<file path="src/rtl/led_scanner_pkg.sv">
// +----------------------------------------------------------------------------+
// | led_scanner_pkg : shared types and constants for the LED scanner block     |
// | Revision        : 1.0 - initial release                                    |
// +----------------------------------------------------------------------------+
`default_nettype none

package led_scanner_pkg;

  typedef enum logic {
    RIGHT = 1'b0,
    LEFT  = 1'b1
  } state_e;

  localparam int LED_N = 8;
  localparam int LVL_W = 4;
  localparam logic [LVL_W-1:0] LVL_MAX = 4'd15;

  function automatic logic [LVL_W-1:0] sat_sub(input logic [LVL_W-1:0] a,
                                               input logic [LVL_W-1:0] b);
    return (a > b) ? (a - b) : '0;
  endfunction

endpackage

`default_nettype wire

</file>
<file path="src/rtl/led_pwm.sv">
// +----------------------------------------------------------------------------+
// | led_pwm  : free-running 4-bit PWM with eight registered level comparators  |
// | Revision : 1.0 - initial release                                           |
// +----------------------------------------------------------------------------+
`default_nettype none

module led_pwm
  import led_scanner_pkg::*;
(
  input  logic                   clk_i,
  input  logic                   rst_n_i,
  input  logic [LED_N*LVL_W-1:0] lvl_i,
  output logic [LED_N-1:0]       led_o
);

  logic [LVL_W-1:0] pwm_cnt_q, pwm_cnt_d;
  logic [LED_N-1:0] led_q, led_d;

  // Strict compare: level 15 is lit for 15 of 16 phases, level 0 never.
  always_comb begin
    pwm_cnt_d = pwm_cnt_q + 1'b1;
    led_d     = '0;
    for (int i = 0; i < LED_N; i++) begin
      led_d[i] = lvl_i[i*LVL_W +: LVL_W] > pwm_cnt_q;
    end
  end

  always_ff @(posedge clk_i or negedge rst_n_i) begin
    if (!rst_n_i) begin
      pwm_cnt_q <= '0;
      led_q     <= '0;
    end else begin
      pwm_cnt_q <= pwm_cnt_d;
      led_q     <= led_d;
    end
  end

  assign led_o = led_q;

endmodule

`default_nettype wire

</file>
<file path="src/rtl/led_scanner.sv">
// +----------------------------------------------------------------------------+
// | led_scanner : bouncing/wrapping scanner dot on eight LEDs                  |
// |               LED_SCANNER_TRAIL_EN adds a decaying PWM brightness trail    |
// | Revision    : 1.0 - initial release                                        |
// +----------------------------------------------------------------------------+
`default_nettype none

module led_scanner
  import led_scanner_pkg::*;
#(
  parameter int STEP_DIV = 6000000,
  parameter int DECAY    = 4
) (
  input  logic             clk_i,
  input  logic             rst_n_i,
  input  logic             en_i,
  input  logic             mode_i,
  output logic [LED_N-1:0] led_o,
  output logic [2:0]       pos_o
);

  localparam int CNT_W = $clog2(STEP_DIV);
  localparam logic [CNT_W-1:0] CNT_LAST = CNT_W'(STEP_DIV - 1);

  if (STEP_DIV < 2 || DECAY < 0 || DECAY > 15) begin : g_param_check
    $error("led_scanner: STEP_DIV must be >= 2 and DECAY within 0..15");
  end

  logic [CNT_W-1:0] cnt_q, cnt_d;
  logic             step;
  state_e           state_q, state_d;
  logic [2:0]       pos_q, pos_d;

  always_comb begin
    step  = en_i && (cnt_q == CNT_LAST);
    cnt_d = cnt_q;
    if (en_i) begin
      cnt_d = step ? '0 : cnt_q + 1'b1;
    end
  end

  // Wrap mode always leaves the FSM heading right, whatever it was doing.
  always_comb begin
    state_d = state_q;
    pos_d   = pos_q;
    if (step) begin
      if (mode_i) begin
        state_d = RIGHT;
        pos_d   = pos_q + 3'd1;
      end else if (state_q == RIGHT) begin
        if (pos_q == 3'd7) begin
          state_d = LEFT;
          pos_d   = 3'd6;
        end else begin
          pos_d = pos_q + 3'd1;
        end
      end else begin
        if (pos_q == 3'd0) begin
          state_d = RIGHT;
          pos_d   = 3'd1;
        end else begin
          pos_d = pos_q - 3'd1;
        end
      end
    end
  end

  always_ff @(posedge clk_i or negedge rst_n_i) begin
    if (!rst_n_i) begin
      cnt_q   <= '0;
      state_q <= RIGHT;
      pos_q   <= '0;
    end else begin
      cnt_q   <= cnt_d;
      state_q <= state_d;
      pos_q   <= pos_d;
    end
  end

  assign pos_o = pos_q;

`ifdef LED_SCANNER_TRAIL_EN
  localparam logic [LVL_W-1:0] DECAY_L = LVL_W'(DECAY);
  localparam logic [LED_N*LVL_W-1:0] LVL_RST = {{((LED_N-1)*LVL_W){1'b0}}, LVL_MAX};

  logic [LED_N*LVL_W-1:0] lvl_q, lvl_d;

  // The newly active LED is forced to full brightness after the decay.
  always_comb begin
    lvl_d = lvl_q;
    if (step) begin
      for (int i = 0; i < LED_N; i++) begin
        lvl_d[i*LVL_W +: LVL_W] = (3'(i) == pos_d) ? LVL_MAX
                                                   : sat_sub(lvl_q[i*LVL_W +: LVL_W], DECAY_L);
      end
    end
  end

  always_ff @(posedge clk_i or negedge rst_n_i) begin
    if (!rst_n_i) begin
      lvl_q <= LVL_RST;
    end else begin
      lvl_q <= lvl_d;
    end
  end

  led_pwm u_led_pwm (
    .clk_i   (clk_i),
    .rst_n_i (rst_n_i),
    .lvl_i   (lvl_q),
    .led_o   (led_o)
  );
`else
  logic [LED_N-1:0] led_q, led_d;

  always_comb begin
    led_d = LED_N'(1) << pos_q;
  end

  always_ff @(posedge clk_i or negedge rst_n_i) begin
    if (!rst_n_i) begin
      led_q <= '0;
    end else begin
      led_q <= led_d;
    end
  end

  assign led_o = led_q;
`endif

endmodule

`default_nettype wire

</file>
<file path="config.mk">
export PLATFORM = sky130hd
export DESIGN_NAME = led_scanner
export DESIGN_NICKNAME = d
export VERILOG_FILES = /design/src/rtl/led_scanner_pkg.sv /design/src/rtl/led_pwm.sv /design/src/rtl/led_scanner.sv
export SDC_FILE = /design/constraint.sdc
export NUM_CORES = 1
export LEC_CHECK = 0
export ABC_AREA = 0
export ABC_CLOCK_PERIOD_IN_PS = 1560
export CAP_MARGIN = 25
export CORE_ASPECT_RATIO = 1.75
export CORE_MARGIN = 2
export CORE_UTILIZATION = 40
export DETAILED_ROUTE_END_ITERATION = 8
export PLACE_DENSITY = 0.61
export SLEW_MARGIN = 20
export SYNTH_ARGS = -nofsm -noshare
export SYNTH_HDL_FRONTEND = slang
export SYNTH_SLANG_ARGS = --single-unit
</file>
<file path="constraint.sdc">
create_clock -name clk_i -period 1.56 [get_ports clk_i]
set_input_delay 0.312 -clock clk_i [delete_from_list [all_inputs] [get_ports clk_i]]
set_output_delay 0.312 -clock clk_i [all_outputs]
set_load 0.005 [all_outputs]
</file>
-- After elaboration in Yosys (flattened, before gate mapping)
Index checks and enable logic that the tools add are counted.
W data, S select, Z words.
- input bits: 4
- output and inout bits: 11
- logic and storage cells: 21
- flip-flop bits (word level): 35
- multiplexer cells: 9
- add/subtract/negate cells: 3
- equal/unequal tests: 2
- shifts and indexed selects: 1
- reduce and logical (&&, ||, !) cells: 2
- operators by type and width (kind ; number):
    $add A23 B1 Y23 const B ; 1
    $eq A23 B23 Y1 const B ; 1
    $mux W23 ; 1
    $mux W3 ; 4
    $shl A1 B3 Y8 const A ; 1
    $mux W1 ; 4
    $add A3 B1 Y3 const B ; 1
    $eq A3 B3 Y1 const B ; 1
    $logic_not A3 Y1 ; 1
    $sub A3 B1 Y3 const B ; 1
    $logic_and A1 B1 Y1 ; 1

-- Logic depth before layout (Yosys ltp)
- word-level depth: 4
- mapped depth: 6
- depth with buffers taken out: 6

-- Least setup slack after synthesis
OpenSTA, ideal clock, no wires.
- path type: register -> register
- from: register cnt_q[0]
- to: register pos_q[1] (netlist: pos_o[1])
- data required time: 1.435 ns
- data arrival time: 1.538 ns
- path slack: -0.102 ns
- stages on the path, launching flop included: 6
- setup time: 0.125 ns
- buffers on the path: 0
- clock period less this slack: 1.662 ns
- cells stage by stage: dfrtp_1 ha_1 and2_1 nand2_2 nor4_4 mux2_2
- word-level cells in the longest chain between the ends: 2
- RTL lines (element ; RTL line ; source):
    start, declared ; led_scanner.sv:29 ; logic [CNT_W-1:0] cnt_q, cnt_d;
    start signal, assigned ; led_scanner.sv:74 ; cnt_q <= cnt_d;
    $eq A23 B23 Y1 ; led_scanner.sv:35 ; step = en_i && (cnt_q == CNT_LAST);
    $logic_and A1 B1 Y1 ; led_scanner.sv:35 ;
    end signal, assigned ; led_scanner.sv:76 ; pos_q <= pos_d;
    end, declared ; led_scanner.sv:32 ; logic [2:0] pos_q, pos_d;
No other way between the ends.
A chain may end at the register's enable or synchronous reset.

-- Worst setup path in the final report
- from: register pos_q[0] (netlist: pos_o[0])
- to: register pos_q[2] (netlist: pos_o[2])
- word-level cells in the longest chain between the ends: 4
- elaborated cells between the ends (all ways): 8
- those cells by class: 2 x add/sub; 1 x eq/ne; 4 x mux; 1 x reduce/logical
- RTL lines (element ; RTL line ; source):
    $add A3 B1 Y3 (tied with other cells) ; led_scanner.sv:49, led_scanner.sv:55 ;
    $mux W3 (on tied branches) ; led_scanner.sv:51, led_scanner.sv:58 ;
    $mux W3 ; led_scanner.sv:50 ; end else if (state_q == RIGHT) begin
    $mux W3 * ; led_scanner.sv:47 ; if (mode_i) begin
Mark *: on every way between the ends. The rest lies on a longest branch, timed or not.

==> flow_summary_export.csv <==
group,metric,value,unit
placed_design,pre_cts_ws,-0.590,ns
synth,yosysSeqAreaShare,0.474,
power,p_comb_frac,0.170,
sta,final-hold-violation-count,0,
synth,synth_seq_cells,35,
critical_path,crit_path_max_fanout,4,
grt,grt_pass1_vias,1704,
power,switchingPower,0.571,mW
grt,grt_overflow,0,
synth,ys_async_sr_fraction,1.00,
clocking,cts-root-buf,"clkbuf_8",
final_layout,final_nets,251,
detailed_routing,drc,0,
grt,grt_first_pass_wirelength,7930,um
synth,synth_most_common_cell,"dfrtp_1",
grt,gr-usage-all-layers,0.196,
sta,fin_ws,-0.0996,ns
sta,rsz0062_at_grt,"yes",
sta,slew_violations,0,
power,leakage,1.31,nW
detailed_routing,vias_per_cell,5.43,
floorplanning,die-area,5200,um2
clocking,cts_sinks,35,
power,ir_drop,0.811,mV
critical_path,r2r-start,"pos_o[0]$_DFFE_PN0P_",
placed_design,io_buffers,14,
final_layout,final_util,0.601,
critical_path,cp_slowest_cell,"or3b_2",
grt,antenna_found_initial,0,
final_layout,antenna_cells,0,
placed_design,gp_congestion,0.857,
sta,period_share,1.06,
sta,fin_tns_setup,-1.22,ns
power,power,2.15,mW
critical_path,worstReg2RegEnd,"pos_o[2]$_DFFE_PN0P_",
critical_path,reg2regPathDepth,6,
detailed_routing,route.antenna.remaining_nets,0,
sta,finClkSkew,0.00377,ns
critical_path,crit_arrival,1.89,ns
detailed_routing,wirelength,4820,um
critical_path,crit_family,"simple AND/OR/NAND/NOR gates",
synth,syn_avg_cell_area,10.9,um2
detailed_routing,routedWlPerCell,16.6,um
synth,yosysUniqueCellTypes,46,
sta,fin_crit,1.66,ns
placed_design,hpwl,3360,um
floorplanning,dieHeight,93.9,um
clocking,clkTransAtPathRegs,0.07,ns
clocking,cts_made_buffers,5,
synth,synth_edf_count,0,
critical_path,endpoint_kind,"register",
power,internal-power,1.58,mW
synth,synthCells,170,
clocking,ctsHtreeMaxLevel,2,
final_layout,nFillCells,374,
sta,max_freq,603,MHz
critical_path,path_class,"reg -> reg",
clocking,clk_latency,0.29,ns
final_layout,drive_above_1_share,0.385,
critical_path,path_cells,"inv_1, ha_1, or3b_2, o211ai_1, a22o_1, mux2_4",
hold_path,worstHoldPathType,"in -> async",
placed_design,dp.cells,273,
floorplanning,initial_utilization,0.416,
run_status,status,"complete, but fails checks",
sta,relSlewSlack,0.782,
critical_path,cp_slowest_stage_delay,0.45,ns
clocking,clock_path_buffers,2,
floorplanning,rows,32,
synth,synthTopCellsByArea,"dfrtp_1, ha_1, xnor2_1",
floorplanning,design.core.area,4440,um2
critical_path,r2r_slack,-0.1,ns
critical_path,crit_buf_inv,1,
synth,syn_area,1850,um2
synth,syn-num-nets,183,
clocking,holdBufCountCts,0,
floorplanning,ios,15,
sta,worst_pin_slew,0.324,ns
floorplanning,die_x,55.4,um
critical_path,start_kind,"register",
power,seq_power_share,0.487,
detailed_routing,num_vias,1576,
synth,synth-main-ff-cell,"dfrtp_1",
grt,grt_max_degree,36,
synth,yosys.area.top_type,"dfrtp_1",
run_status,failed_checks,"negative setup slack",
job,drv_cap,0,
synth,ys_top_cells_by_count,"dfrtp_1, nor2_1, nand2_1",
synth,synth_warnings,0,
final_layout,stdcell_count,290,
clocking,cts_tree,"built",
critical_path,cp.required,1.79,ns
power,power.density,806,nW/um2
final_layout,syn2layout_area_growth,44.5,%
detailed_routing,first_iter_violations,36,
synth,yosysTopAreaCellShare,0.474,
power,swShare,0.265,
power,clock_power_share,0.343,
sta,setup_viol,17,
detailed_routing,first_pass_iters,4,
==> worst max path at each step <==
stage | end | cells past startpoint | start | slack (ns)
after floorplan | pos_o[1]$_DFFE_PN0P_ | 5 | cnt_q[0]$_DFFE_PN0P_ | -0.1
after global placement | cnt_q[11]$_DFFE_PN0P_ | 6 | en_i | -0.53
after detailed placement | cnt_q[11]$_DFFE_PN0P_ | 6 | en_i | -0.59
after CTS | pos_o[1]$_DFFE_PN0P_ | 5 | cnt_q[18]$_DFFE_PN0P_ | -0.15
after global routing | cnt_q[0]$_DFFE_PN0P_ | 7 | cnt_q[12]$_DFFE_PN0P_ | -0.18
final | pos_o[2]$_DFFE_PN0P_ | 6 | pos_o[0]$_DFFE_PN0P_ | -0.1
==> logic make-up after synthesis <==
family | after synthesis | share of synthesized area
and+or+nand+nor | 75 | 0.266
xor gates and xnor gates | 15 | 0.0710
adders and majority gates | 9 | 0.0609
buffers and inverters | 12 | 0.0277
DFF | 35 | 0.474
AOI/OAI and AO/OA | 19 | 0.0724
muxes | 5 | 0.0284
==> cells in the final DEF (no fill, tap or decap), types with 2 or more instances in the layout <==
cell type	netlist	layout
buf_4	1	46
dfrtp_1	35	31
nor2_1	12	12
nand2_1	10	10
clkdlybuf4s50_1	0	10
xnor2_1	8	8
inv_1	7	7
ha_1	9	7
clkbuf_8	0	7
nand3_1	8	6
xor2_1	7	6
and3_1	5	5
nor2b_1	4	4
nand4_1	4	4
a31oi_1	4	4
dfrtp_2	0	4
buf_6	0	4
and2_1	4	3
nor4_4	2	3
mux2i_1	3	3
nor3_2	1	3
dlygate4sd2_1	0	3
nand4_4	1	2
nand3_2	0	2
nor4_2	2	2
a211oi_2	0	2
a41oi_1	2	2
a21oi_1	2	2
nor3_1	5	2
mux2_4	0	2
nand2b_1	2	2
ha_2	0	2
==> registers in the layout (all words and copies together), names as in the netlist <==
signal and flops:
cnt_q 23, led_o 8, pos_o 3, state_q 1
==> cell type report <==
class	count	area [um2]	share of cell area
inverter	7	26.3	0.00984
clock buffer	8	100	0.0375
tap	51	63.8	0.0239
timing repair buffer	66	564	0.211
sequential	35	881	0.330
multi-input combinational	123	1040	0.388
==> what timing repair did <==
| action | 4_1_cts | 5_1_grt |
|---|---|---|
| resized for setup | 16 | 19 |
| hold endpoints to repair | 0 | 0 |
| endpoints found under the setup margin | 24 | 24 |
| pin swaps | 5 | 7 |
| buffers inserted | 6 | 3 |
==> metrics by stage <==
stage          hold slack [ns]  area, um2
2_1_floorplan           0.0164       1870
3_3_place_gp             0.535       2380
3_5_place_dp             0.557       2380
4_1_cts                  0.391       2580
5_1_grt                  0.411       2670
6_report                 0.379       2670
==> metal layers <==
| metal | vias to the layer above | wire, um | GRT usage |
|---|---|---|---|
| met3 | 12 | 122 | 0.0358 |
| met4 | 0 | 116 | 0.0772 |
| li1 | 741 | - | - |
| met2 | 32 | 2790 | 0.374 |
| met5 | - | 0 | 0 |
| met1 | 791 | 1790 | 0.207 |
==> power by group through the flow <==
stage | Sequential [mW] | Clock [mW] | Combinational (mW)
floorplan | 1.06 | 0 | 0.128
global placement | 1.05 | 0 | 0.335
detailed placement | 1.06 | 0 | 0.346
CTS | 1.05 | 0.751 | 0.356
global route | 1.06 | 0.786 | 0.406
finish | 1.05 | 0.738 | 0.367
No activity file was read; power rests on OpenSTA's default activity.
